File: src/rtl/wb_slave_mux.sv
// wb_slave_mux: shares one Wishbone slave port between NSLV downstream peripherals.
//
// The block decodes the host address, forwards one transaction at a time to the
// selected slot, and returns registered data and ack to the host. Accesses outside
// the window and slots that never ack still complete. They return ERR_WORD, raise a
// one-cycle err_irq_o and bump a saturating error counter.
//
// Ports:
//   wb_clk_i, wb_rst_i        clock, asynchronous active-high reset
//   wbs_cyc/stb/we/sel/adr/dat_i  host request
//   wbs_ack_o, wbs_dat_o      host response (registered)
//   s_cyc_o, s_stb_o          one-hot per-slave cycle/strobe
//   s_we/sel/adr/dat_o        shared request fields, latched at acceptance
//   s_dat_i, s_ack_i          slave read data (slot k = bits [32k+31:32k]) and acks
//   err_irq_o, err_cnt_o      miss/timeout pulse and saturating error count
module wb_slave_mux #(
    parameter int          NSLV     = 4,
    parameter logic [7:0]  BASE_HI  = 8'h30,
    parameter int          SLOT_LSB = 16,
    parameter int          TIMEOUT  = 255,
    parameter logic [31:0] ERR_WORD = 32'hDEAD_BEEF
) (
    input  logic                wb_clk_i,
    input  logic                wb_rst_i,
    input  logic                wbs_cyc_i,
    input  logic                wbs_stb_i,
    input  logic                wbs_we_i,
    input  logic [3:0]          wbs_sel_i,
    input  logic [31:0]         wbs_adr_i,
    input  logic [31:0]         wbs_dat_i,
    output logic                wbs_ack_o,
    output logic [31:0]         wbs_dat_o,
    output logic [NSLV-1:0]     s_cyc_o,
    output logic [NSLV-1:0]     s_stb_o,
    output logic                s_we_o,
    output logic [3:0]          s_sel_o,
    output logic [31:0]         s_adr_o,
    output logic [31:0]         s_dat_o,
    input  logic [32*NSLV-1:0]  s_dat_i,
    input  logic [NSLV-1:0]     s_ack_i,
    output logic                err_irq_o,
    output logic [7:0]          err_cnt_o
);

    localparam int         SW       = (NSLV > 1) ? $clog2(NSLV) : 1;
    localparam logic [7:0] CNT_LAST = 8'(TIMEOUT - 1);

    typedef enum logic [1:0] {
        IDLE = 2'd0,
        BUSY = 2'd1,
        RESP = 2'd2
    } state_t;

    state_t          state_r, state_s;
    logic [SW-1:0]   slot_r, slot_s, adr_slot_s;
    logic [7:0]      cnt_r, cnt_s;
    logic            served_r, served_s;
    logic            hit_s, req_s;
    logic [NSLV-1:0] onehot_s;
    logic            sel_ack_s;
    logic [31:0]     sel_dat_s;

    // Next values of the registered outputs
    logic [NSLV-1:0] cyc_s, stb_s;
    logic            we_s;
    logic [3:0]      sel_s;
    logic [31:0]     adr_s, wdat_s, rdat_s;
    logic            ack_s, irq_s;
    logic [7:0]      err_cnt_s;

    function automatic logic [7:0] sat_inc(input logic [7:0] v);
        return (v == 8'hFF) ? v : v + 8'd1;
    endfunction

    // Decode the host request and select the active slot's response lines
    always_comb begin
        adr_slot_s = wbs_adr_i[SLOT_LSB +: SW];
        hit_s      = (wbs_adr_i[31:24] == BASE_HI) && (int'(adr_slot_s) < NSLV);
        onehot_s   = NSLV'(1) << adr_slot_s;
        // served_r blocks re-acceptance of a request the host keeps asserting
        // after it has already been answered
        req_s      = wbs_cyc_i && wbs_stb_i && !served_r;
        sel_ack_s  = s_ack_i[slot_r];
        sel_dat_s  = s_dat_i[int'(slot_r) * 32 +: 32];
    end

    // Next-state and next-output logic of the transaction FSM
    always_comb begin
        state_s   = state_r;
        slot_s    = slot_r;
        cnt_s     = cnt_r;
        served_s  = wbs_stb_i ? served_r : 1'b0;
        cyc_s     = s_cyc_o;
        stb_s     = s_stb_o;
        we_s      = s_we_o;
        sel_s     = s_sel_o;
        adr_s     = s_adr_o;
        wdat_s    = s_dat_o;
        rdat_s    = wbs_dat_o;
        irq_s     = 1'b0;
        err_cnt_s = err_cnt_o;
        // The host ack is registered from RESP, so it appears one cycle after
        // the FSM enters RESP, while the response data is already stable.
        ack_s     = (state_r == RESP);

        case (state_r)
            IDLE: begin
                if (req_s) begin
                    served_s = 1'b1;
                    we_s     = wbs_we_i;
                    sel_s    = wbs_sel_i;
                    adr_s    = wbs_adr_i;
                    wdat_s   = wbs_dat_i;
                    if (hit_s) begin
                        cyc_s   = onehot_s;
                        stb_s   = onehot_s;
                        slot_s  = adr_slot_s;
                        cnt_s   = 8'd0;
                        state_s = BUSY;
                    end else begin
                        rdat_s    = ERR_WORD;
                        irq_s     = 1'b1;
                        err_cnt_s = sat_inc(err_cnt_o);
                        state_s   = RESP;
                    end
                end else begin
                    state_s = IDLE;
                end
            end
            BUSY: begin
                if (!wbs_cyc_i) begin
                    // Host abort: silent return, no ack and no error
                    cyc_s   = '0;
                    stb_s   = '0;
                    state_s = IDLE;
                end else if (sel_ack_s) begin
                    // A real ack takes priority over a timeout in the same cycle
                    rdat_s  = sel_dat_s;
                    cyc_s   = '0;
                    stb_s   = '0;
                    state_s = RESP;
                end else if (cnt_r == CNT_LAST) begin
                    rdat_s    = ERR_WORD;
                    irq_s     = 1'b1;
                    err_cnt_s = sat_inc(err_cnt_o);
                    cyc_s     = '0;
                    stb_s     = '0;
                    state_s   = RESP;
                end else begin
                    cnt_s = cnt_r + 8'd1;
                end
            end
            RESP: begin
                state_s = IDLE;
            end
            default: begin
                cyc_s   = '0;
                stb_s   = '0;
                state_s = IDLE;
            end
        endcase
    end

    // State, bookkeeping and output registers
    always_ff @(posedge wb_clk_i or posedge wb_rst_i) begin
        if (wb_rst_i) begin
            state_r   <= IDLE;
            slot_r    <= '0;
            cnt_r     <= 8'd0;
            served_r  <= 1'b0;
            s_cyc_o   <= '0;
            s_stb_o   <= '0;
            s_we_o    <= 1'b0;
            s_sel_o   <= 4'd0;
            s_adr_o   <= 32'd0;
            s_dat_o   <= 32'd0;
            wbs_dat_o <= 32'd0;
            wbs_ack_o <= 1'b0;
            err_irq_o <= 1'b0;
            err_cnt_o <= 8'd0;
        end else begin
            state_r   <= state_s;
            slot_r    <= slot_s;
            cnt_r     <= cnt_s;
            served_r  <= served_s;
            s_cyc_o   <= cyc_s;
            s_stb_o   <= stb_s;
            s_we_o    <= we_s;
            s_sel_o   <= sel_s;
            s_adr_o   <= adr_s;
            s_dat_o   <= wdat_s;
            wbs_dat_o <= rdat_s;
            wbs_ack_o <= ack_s;
            err_irq_o <= irq_s;
            err_cnt_o <= err_cnt_s;
        end
    end

endmodule

File: config.mk
export PLATFORM = sky130hd
export DESIGN_NAME = wb_slave_mux
export DESIGN_NICKNAME = d
export VERILOG_FILES = /design/src/rtl/wb_slave_mux.sv
export SDC_FILE = /design/constraint.sdc
export NUM_CORES = 1
export LEC_CHECK = 0
export CAP_MARGIN = 0
export CORE_UTILIZATION = 35
export CTS_CLUSTER_DIAMETER = 100
export DETAILED_ROUTE_END_ITERATION = 12
export GPL_TIMING_DRIVEN = 1
export PLACE_DENSITY = 0.79
export SLEW_MARGIN = 20
export SYNTH_ARGS = -nofsm -noshare
export SYNTH_HDL_FRONTEND = slang
export SYNTH_SLANG_ARGS = --single-unit
File: constraint.sdc
create_clock -name wb_clk_i -period 4.4 [get_ports wb_clk_i]
set_input_delay 1.1 -clock wb_clk_i [delete_from_list [all_inputs] [get_ports wb_clk_i]]
set_output_delay 1.1 -clock wb_clk_i [all_outputs]
set_load 0.03 [all_outputs]
# == Word level (Yosys, flattened, before mapping) ==
# Index checks and enable logic that the tools add are counted.
# totals
reg_bits,128
in_bits,205
elab_cells,86
out_inout_bits,119
# op_classes
n_eq_ne,14
order_cmp,1
n_shift,2
n_bitwise,1
n_addsub,2
n_mux,42
n_reduce_logical,11
# op_table
operator,n
$mux W32,5
$shiftx A128 B8 Y32,1
$mux W8,11
$pmux W32 S2,1
$pmux W8 S2,2
$mux W4,5
$add A8 B1 Y8 const B,2
$eq A8 B8 Y1 const B,2
$ne A2 B2 Y1 const B,7
$pmux W4 S3,1
$reduce_and A6 Y1,2
$mux W2,5
$mux W1,9
$eq A8 B6 Y1 const B,1
$reduce_and A5 Y1,1
$ne A4 B4 Y1 const B,1
$pmux W2 S2,1
$reduce_and A4 Y1,1
$shl A1 B2 Y4 const A,1
$lt A2 B3 Y1 const B,1
$ne A3 B3 Y1 const B,1
$reduce_and A3 Y1,1
$bmux W1 S2,1
$eq A2 B1 Y1 const B,1
other kinds (8),9

# == Longest topological paths before layout ==
# depth
ltp_word,6
ltp_mapped,9
depth_no_buf,7

# == Least setup slack after synthesis ==
# No wires, ideal clock.
# synth_path
path_kind,input to register
from,input port wbs_adr_i[31]
to,register wbs_dat_o[10]
required_time_ns,4.279
setup_time_ns,0.121
cell_stages,7
n_path_buf,2
slack_ns,1.651
arrival_time_ns,2.627
path_cell_list,nor4bb_1 > a2111o_1 > a22o_1 > buf_2 > inv_2 > buf_2 > o22a_1
# synth_between
elab_chain_cells,3
# synth_rtl
item,line_no,source
from (decl),29,"input logic [31:0] wbs_adr_i,"
$eq A8 B6 Y1,78,hit_s = (wbs_adr_i[31:24] == BASE_HI) && (int'(adr_slot_s) < NSLV);
$ne A2 B2 Y1 (no source line),n/a,
$reduce_and A5 Y1 (no source line),n/a,
to (signal assigned),192,wbs_dat_o <= rdat_s;
to (decl),32,"output logic [31:0] wbs_dat_o,"
# No other way between the ends.
# A chain may end at the register's enable or synchronous reset.

# == Final worst setup path ==
# layout_path
from,input port wbs_adr_i[28]
to,register wbs_dat_o[27]
# The elaborated chain is that of the path after synthesis.

==> impl_metrics.csv <==
group,metric,value,unit
floorplan,fp.dieW,132,um
status,status,"finished clean",
floorplan,die_area,17300,um2
global_route,grt_max_degree,73,
logic_synthesis,synthesis.instances,402,
timing,slew_headroom,36.9,%
cts,clock_path_buffers,2,
timing,finalCriticalPeriod,3.29,ns
place,place.detailed.hpwl,13.2,mm
place,port_buffers,323,
route,wl,16.8,mm
layout,fillers,1234,
timing,hold_slack,0.492,ns
logic_synthesis,async_reset_ff_share,100,%
cts,h-tree-depth,4,
timing,setup_viol,0,
logic_synthesis,synth_cell_type_count,44,
floorplan,ioPinCount,324,
route,wl_per_cell,17.6,um
cts,cts_tree,"yes",
route,via_per_inst,5.03,
global_route,grt_usage,20.1,%
timing,max_freq,0.304,GHz
route,drtPass1Iterations,4,
logic_synthesis,yosys.area.top_type,"dfrtp_1",
logic_synthesis,syn-num-nets,610,
cts,root_buffer,"clkbuf_16",
timing,maxSlewViolCount,0,
layout,antenna_cells,0,
timing,tns,0,ns
floorplan,start_util,35.7,%
timing,fin_skew,0.0118,ns
worst_setup_path,cp-start-kind,"input pin",
cts,clk_latency,0.42,ns
hold_path,worstHoldPathType,"reg2reg",
timing,rsz0062_at_grt,"false",
timing,period_share,74.8,%
power_and_ir_drop,leakage,3.88,nW
route,drt_iter0_markers,201,
floorplan,rows,47,
global_route,grt_pass1_vias,5062,
global_route,grt_pass1_wl,26.9,mm
worst_setup_path,cp.arrival,3.57,ns
global_route,globalRouteOverflowTotal,0,
power_and_ir_drop,power,4.30,mW
cts,cts_made_buffers,17,
worst_setup_path,cp-end-kind,"flip-flop",
cts,cts_hold_buf,0,
logic_synthesis,syn_avg_cell_area,14.6,um2
logic_synthesis,synthTopCellsByArea,"dfrtp_1 55%, mux2_2 14%, mux4_2 13%",
worst_setup_path,required,4.68,ns
logic_synthesis,yosys_warnings,0,
power_and_ir_drop,powerDensity,433,nW/um2
cts,cts_sinks,128,
route,post-route-drc-count,0,
logic_synthesis,synth_seq_cells,128,
timing,worstMarginPinSlew,0.943,ns
place,gp_congestion,0.865,
route,vias,4802,
cts,cts_setup_buffers,0,
layout,fin_nets,931,
worst_setup_path,critPathKind,"in2reg",
floorplan,fp.dieH,132,um
logic_synthesis,ys_seq_area_share,54.5,%
logic_synthesis,synthFlopType,"dfrtp_1",
cts,clk_pin_slew_worst_paths,0.05,ns
layout,fin_cells,955,
logic_synthesis,synth_edf_count,0,
route,antenna_left,0,
floorplan,core_area,16500,um2
power_and_ir_drop,peakVddDrop,0.000273,V
global_route,grt_antenna_before_repair,0,
layout,final_common_cell,"clkdlybuf4s50_1",
layout,synthToLayoutAreaGrowth,68.8,%
cts,postCtsResizedCells,0,
worst_setup_path,cp_max_fo,25,
logic_synthesis,netlist_area,5880,um2
layout,drive_gt1_share,20.0,%
logic_synthesis,synth.top_cell.area_share,54.5,%
flow_run,drv_cap,0,
place,place_inst,924,
timing,finalHoldViolCount,0,
layout,layout_common_cells,"323 x clkdlybuf4s50_1, 127 x dfrtp_1, 71 x mux2_2",
==> path summary, 6_finish.rpt <==
path / startpoint / endpoint / slack [ns] / cells after the start
min reg2reg: wbs_dat_o[19] / wbs_dat_o[19] / 0.49 / 1
max reg2reg: slot_r[1] / wbs_dat_o[27] / 2.04 / 6
min: wbs_dat_o[19] / wbs_dat_o[19] / 0.49 / 1
min in group asynchronous: wb_rst_i / s_adr_o[29] / 1.15 / 3
max: wbs_adr_i[28] / wbs_dat_o[27] / 1.11 / 6
max in group asynchronous: wb_rst_i / s_adr_o[22] / 2.65 / 3
==> worst max-delay path: stages <==
cell             delay (ns)
clkdlybuf4s50_1        0.46
nor4bb_1               0.57
a2111o_1               0.47
a22o_1                 0.42
inv_2                  0.26
o22a_1                 0.27
==> cells by family (layout without fill, tap and decap cells) <==
kind of cell             Yosys count  after routing  share of synthesized area (%)
flip-flops                       128            128                           54.5
multiplexers                     105            105                           26.5
buffers and inverters             39            372                           2.94
XOR/XNOR                           7              7                           1.04
AND/OR/NAND/NOR                   47             47                           4.24
adder cells (fa/ha/maj)            3              3                          0.639
AO/OA/AOI/OAI                     73             73                           10.1
==> routing by layer <==
metal | up-vias | global-route usage [%] | wire, um
met5 | - | 0 | 0
met4 | 0 | 9.82 | 554
met3 | 37 | 4.75 | 1050
met2 | 252 | 34.8 | 8550
met1 | 2328 | 23.3 | 6620
li1 | 2185 | - | -
==> area by class of cell <==
type	instances	area (um2)	share of cell area, %
flip-flops and latches	128	3200	32.3
repair buffers	329	3300	33.3
clock buffers	27	513	5.17
inverters	12	48.8	0.492
well taps	220	275	2.77
clock inverters	4	73.8	0.744
multi-input cells	235	2500	25.2
==> cells in the mapped netlist, types with 2 or more instances <==
library cell  number
a31oi_1            2
nand3b_1           2
o21ai_0           18
and3_1             4
a2111oi_2          4
ha_1               3
buf_4              4
a22o_1             9
buf_2              3
nor2b_1            2
a41oi_1            2
o22a_1            24
dfrtp_1          128
o41ai_1            2
mux2_2            71
clkbuf_1          16
buf_1              3
nand4_1            3
nor2_1             7
a21oi_1            2
xor2_1             6
a211oi_1           3
nand3_1            7
inv_1             11
nor4_1             4
mux4_2            33
nand2_1           12
==> flip-flops by register name, summed over array words and instances (netlist names), 2 cells and up <==
name	cells
state_r	2
slot_r	2
err_cnt_o	8
wbs_dat_o	32
s_dat_o	32
s_stb_o	4
cnt_r	8
s_adr_o	32
s_sel_o	4
==> stage by stage <==
step	setup slack, ns	util [%]	area, um2
after floorplan	1.65	-	5880
after global placement	0.742	56.7	9330
after detailed placement	0.707	56.7	9330
after CTS	1.13	60.3	9920
after global routing	0.917	60.3	9920
final	1.11	60.3	9920
==> power by group <==
| group | leakage, nW | switching [mW] | internal [mW] |
|---|---|---|---|
| Sequential | 1.48 | 0.142 | 1.39 |
| Clock | 0.288 | 0.471 | 0.906 |
| Combinational | 2.11 | 0.687 | 0.702 |
| Total | 3.88 | 1.30 | 3.00 |
(Power assumes the default switching activity.)
